===== config.mk =====
export PLATFORM = sky130hd
export DESIGN_NAME = emblem_show_ctrl
export DESIGN_NICKNAME = d
export VERILOG_FILES = /design/src/rtl/emblem_show_ctrl.sv
export SDC_FILE = /design/constraint.sdc
export NUM_CORES = 1
export LEC_CHECK = 0
export CORE_MARGIN = 8
export CORE_UTILIZATION = 40
export CTS_BUF_LIST = sky130_fd_sc_hd__clkbuf_8
export CTS_CLUSTER_DIAMETER = 200
export DETAILED_ROUTE_END_ITERATION = 10
export MAX_ROUTING_LAYER = met4
export PLACE_DENSITY_LB_ADDON = 0.05
export SYNTH_ARGS = -nofsm -noshare
export SYNTH_HDL_FRONTEND = slang
export SYNTH_SLANG_ARGS = --single-unit

===== constraint.sdc =====
create_clock -name clk -period 2.2 [get_ports clk]
set_input_delay 0.22 -clock clk [delete_from_list [all_inputs] [get_ports clk]]
set_output_delay 0.22 -clock clk [all_outputs]
set_load 0.02 [all_outputs]

===== src/rtl/emblem_show_ctrl.sv =====
// Emblem overlay show sequencer: slide in, hold, blink, slide out, all frame-tick aligned.
// Optional build macro EMBLEM_AUTO_REPEAT_EN re-arms a new show after each completed one.
module emblem_show_ctrl #(
  parameter int SLIDE_DIST   = 160,
  parameter int SLIDE_STEP   = 4,
  parameter int HOLD_FRAMES  = 120,
  parameter int BLINK_FRAMES = 32,
  parameter int BLINK_PERIOD = 8
) (
  input  logic       clk,
  input  logic       rst,
  input  logic       frame_tick,
  input  logic       enable,
  input  logic       start,
  output logic       emblem_en,
  output logic [9:0] y_offset,
  output logic       busy,
  output logic       done
);
  typedef enum logic [2:0] {IDLE, SLIDE_IN, HOLD, BLINK, SLIDE_OUT} state_e;

  localparam logic [9:0] DIST     = 10'(SLIDE_DIST);
  localparam logic [9:0] STEP     = 10'(SLIDE_STEP);
  localparam logic [7:0] HOLD_N   = 8'(HOLD_FRAMES);
  localparam logic [7:0] BLINK_N  = 8'(BLINK_FRAMES);
  localparam logic [7:0] PERIOD_N = 8'(BLINK_PERIOD);

  state_e      state_q;
  logic        pending_q;
  logic [7:0]  frame_cnt_q, blink_cnt_q;
  logic [7:0]  frame_cnt_d, blink_cnt_d;
  logic [10:0] y_up_d;

  assign frame_cnt_d = frame_cnt_q + 8'd1;
  assign blink_cnt_d = blink_cnt_q + 8'd1;
  // 11-bit sum so a large step near the top cannot wrap past the saturation check
  assign y_up_d      = {1'b0, y_offset} + {1'b0, STEP};

  always_ff @(posedge clk or posedge rst) begin
    if (rst) begin
      state_q     <= IDLE;
      emblem_en   <= 1'b0;
      y_offset    <= DIST;
      busy        <= 1'b0;
      done        <= 1'b0;
      pending_q   <= 1'b0;
      frame_cnt_q <= 8'd0;
      blink_cnt_q <= 8'd0;
    end else begin
      done <= 1'b0;
      if (!enable) begin
        state_q     <= IDLE;
        emblem_en   <= 1'b0;
        y_offset    <= DIST;
        busy        <= 1'b0;
        pending_q   <= 1'b0;
        frame_cnt_q <= 8'd0;
        blink_cnt_q <= 8'd0;
      end else begin
        case (state_q)
          IDLE: begin
            if (frame_tick && (pending_q || start)) begin
              state_q   <= SLIDE_IN;
              emblem_en <= 1'b1;
              busy      <= 1'b1;
              pending_q <= 1'b0;
            end else if (start) begin
              pending_q <= 1'b1;
            end
          end
          SLIDE_IN: if (frame_tick) begin
            if (y_offset > STEP) begin
              y_offset <= y_offset - STEP;
            end else begin
              y_offset    <= 10'd0;
              state_q     <= HOLD;
              frame_cnt_q <= 8'd0;
            end
          end
          HOLD: if (frame_tick) begin
            if (frame_cnt_d == HOLD_N) begin
              state_q     <= BLINK;
              frame_cnt_q <= 8'd0;
              blink_cnt_q <= 8'd0;
              emblem_en   <= 1'b1;
            end else begin
              frame_cnt_q <= frame_cnt_d;
            end
          end
          BLINK: if (frame_tick) begin
            // phase exit wins over a toggle landing on the same tick
            if (frame_cnt_d == BLINK_N) begin
              state_q     <= SLIDE_OUT;
              emblem_en   <= 1'b1;
              frame_cnt_q <= 8'd0;
              blink_cnt_q <= 8'd0;
            end else begin
              frame_cnt_q <= frame_cnt_d;
              if (blink_cnt_d == PERIOD_N) begin
                emblem_en   <= ~emblem_en;
                blink_cnt_q <= 8'd0;
              end else begin
                blink_cnt_q <= blink_cnt_d;
              end
            end
          end
          SLIDE_OUT: if (frame_tick) begin
            if (y_up_d >= {1'b0, DIST}) begin
              y_offset  <= DIST;
              state_q   <= IDLE;
              emblem_en <= 1'b0;
              busy      <= 1'b0;
              done      <= 1'b1;
`ifdef EMBLEM_AUTO_REPEAT_EN
              pending_q <= 1'b1;
`else
              pending_q <= 1'b0;
`endif
            end else begin
              y_offset <= y_up_d[9:0];
            end
          end
          default: state_q <= IDLE;
        endcase
      end
    end
  end
endmodule


==> results_dict.tcl <==
set metrics [dict create \
    status "completed" \
    initial_utilization_pct 41.4 \
    dr_total_vias 2440 \
    cpPeakStageDelay_ns 0.41 \
    nNetsFinal 368 \
    final_period_utilization_pct 98.6 \
    yosys.cell_count.top_type "nand2_1" \
    die_area_um2 8940 \
    criticalPathCategory "reg2reg" \
    gr_layer_usage_met3_pct 3.02 \
    via_per_inst 5.65 \
    distinct_cell_type_count_of_the_synthesized_netlist 67 \
    final-setup-viol-count 0 \
    busiest_layer "met1" \
    timing.clock.skew_ns 0.00618 \
    post_synth.cell_area_avg_um2 8.17 \
    grtUsageTotal_pct 16.4 \
    synth_edf_count 0 \
    endpoint_kind "register" \
    global_route.usage.met1_pct 24.4 \
    final_hold_vios 0 \
    power-per-cell-area_nw_per_um2 595 \
    antenna_cells_inserted 0 \
    postSynthCellCount 302 \
    cts.path.max_buffers 2 \
    path_max_fanout 6 \
    yosys_reg_bits 31 \
    drive_above_1_share_pct 26.6 \
    cp_slowest_cell "dfrtp_1" \
    grt_max_degree 32 \
    worstSetupStartpointType "register" \
    die_w_um 94.5 \
    cts_max_level 2 \
    maximum_resistive_drop_on_vdd_mv 0.326 \
    crit_path_cell_trace "buf_6 -> and3_4 -> and3_4 -> mux2i_4 -> buf_6 -> a21oi_4 -> a311o_1 -> mux2_1" \
    first_global_vias 2246 \
    synth_top_cells_by_area "dfrtp_1 (29%), nand2_1 (6.4%), o21ai_0 (4.5%)" \
    leakagePower_nw 1.33 \
    count_of_routing_violations_after_the_opening_detailed_route_iteration 165 \
    grt_setup_unrepaired "true" \
    cts_root_buffer "clkbuf_8" \
    detailedRoute.firstPassIterationCount 4 \
    final_cells 432 \
    global_route_wire_length_before_repair_um 11500 \
    layout-area-overhead-vs-synth_pct 30.7 \
    synth_warn 0 \
    hold_class "in2async" \
    routed_wl_um 6890 \
    clk_transition_reported_paths_ns 0.07 \
    synth_largest_area_cell "dfrtp_1" \
    met2_demand_to_capacity_share_in_global_routing_pct 22.2 \
    cts_buffers 5 \
    cp.arrival_ns 2.33 \
    synth_sequential_area_ratio_pct 31.5 \
    detail_placement_hpwl_um 5110 \
    number_of_placed_instances_with_taps_included 417 \
    floorplan.rows 28 \
    numClockSinks 31 \
    place.port_buffers 15 \
    post-route-util_pct 54.2 \
    syn-cell-area_um2 2470 \
    clk_latency_ns 0.28 \
    period_minus_slack_ns 2.17 \
    avgRoutedWirePerCell_um 16.0 \
    die_h_um 94.5 \
    antenna_found_initial 0 \
    global_route.overflow_total 0 \
    drt_drc_violations_left 0 \
    fill_cells 588 \
    globalplace.congestion 0.858 \
    num_io_pins 18 \
    timing_max_transition_violations_final 0 \
    synth_ff_type "dfrtp_1" \
    critical_path_required_ns 2.37 \
    timing.fmax_mhz 461 \
    postRouteAntennaNets 0 \
    max-cap-violations 0 \
    asyncSetResetFlopFracSynth_pct 100 \
    yosysTopAreaCellShare_pct 29.4 \
    design_power_total_w 0.00192 \
    clock_tree_from_tritoncts "yes" \
    core_area_um2 5960 \
    netlist_top_cells_count "nand2_1 (42), dfrtp_1 (29), o21ai_0 (22)" \
]
## layer usage
metal  vias to the layer above  wire length [um]
met4                         0                59
li1                       1231                 -
met1                      1153              3530
met5                         -                 0
met2                        51              2980
met3                         5               325
## cell type report
type,count,area [um^2],area share (%)
multi-input combinational,240,1670,51.7
clock buffer,5,68.8,2.13
timing repair buffer,65,549,17.0
tap,75,93.8,2.91
sequential,31,783,24.3
inverter,13,48.8,1.51
clock inverter,3,12.5,0.388
## where the power goes
group / switching (W) / internal, W
registers: 0.0000546 / 0.000621
clock network: 0.000227 / 0.000213
logic: 0.000430 / 0.000375
total: 0.000711 / 0.00121
## worst max-delay path: cells and delay by family, from the launching register on
| kind | cells | cell delay (ns) |
|---|---|---|
| compound gates | 2 | 0.36 |
| buf+inv | 2 | 0.29 |
| flops | 1 | 0.41 |
| mux | 2 | 0.59 |
| simple gates | 2 | 0.40 |
## cell usage in the layout (no fill, tap or decap), drive strengths merged, types with 3 or more instances in the layout
cell type / count
o31ai: 4
xnor2: 3
inv: 14
buf: 50
a31oi: 12
clkdlybuf4s50: 15
a21oi: 14
dfrtp: 29
nor4: 3
o221ai: 4
nor4b: 4
o21a: 7
or3: 9
nand2b: 5
and2: 3
nand4: 3
nor3b: 4
or2: 3
a21boi: 3
o21ai: 24
nand2: 42
and3: 5
nand3: 18
a311oi: 3
mux2i: 4
nor2: 12
nor3: 6
clkbuf: 5
a211oi: 4
ha: 7
## timing repair
action | 4_1_cts | 5_1_grt
buffers inserted | 0 | 7
hold buffers | 0 | 0
resized for setup | 0 | 21
setup endpoints to repair | 0 | 18
## cell families (layout without fill, tap and decap cells)
kind of cell	after synthesis	count (layout)	share of synthesized area, %
DFF	31	31	31.5
xor gates and xnor gates	5	5	1.78
buffers and inverters	32	86	6.08
AOI/OAI and AO/OA	96	96	27.2
muxes	5	5	2.59
and+or+nand+nor	125	125	27.1
other	1	2	0.152
adders and majority gates	7	7	3.55
## through the flow
step                      setup TNS, ns  setup slack [ns]  instance area [um^2]  hold WS (ns)
after floorplan                 -0.0154           -0.0130                  2530         0.322
after global routing             -0.139           -0.0448                  3230         0.396
final                                 0            0.0307                  3230         0.332
after detailed placement              0            0.0143                  3000         0.482
after global placement                0            0.0662                  3000         0.485
after CTS                             0           0.00110                  3080         0.361
## registers in the layout, summed over array words and instances, names as in the netlist
signal,count
done,1
blink_cnt_q,8
emblem_en,1
busy,1
y_offset,8
pending_q,1
state_q,3
frame_cnt_q,8
## final timing paths
check                                    start        endpoint  slack [ns]  depth (start not counted)
worst max-delay path            frame_cnt_q[1]      state_q[0]        0.03                          8
worst min-delay path                       rst     y_offset[9]        0.33                          3
worst max register to register  frame_cnt_q[1]      state_q[0]        0.03                          8
worst min register to register  blink_cnt_q[7]  blink_cnt_q[7]        0.49                          1
max in group asynchronous                  rst     y_offset[5]        1.53                          3
min in group clk                blink_cnt_q[7]  blink_cnt_q[7]        0.49                          1
No activity file was read; power rests on OpenSTA's default activity.
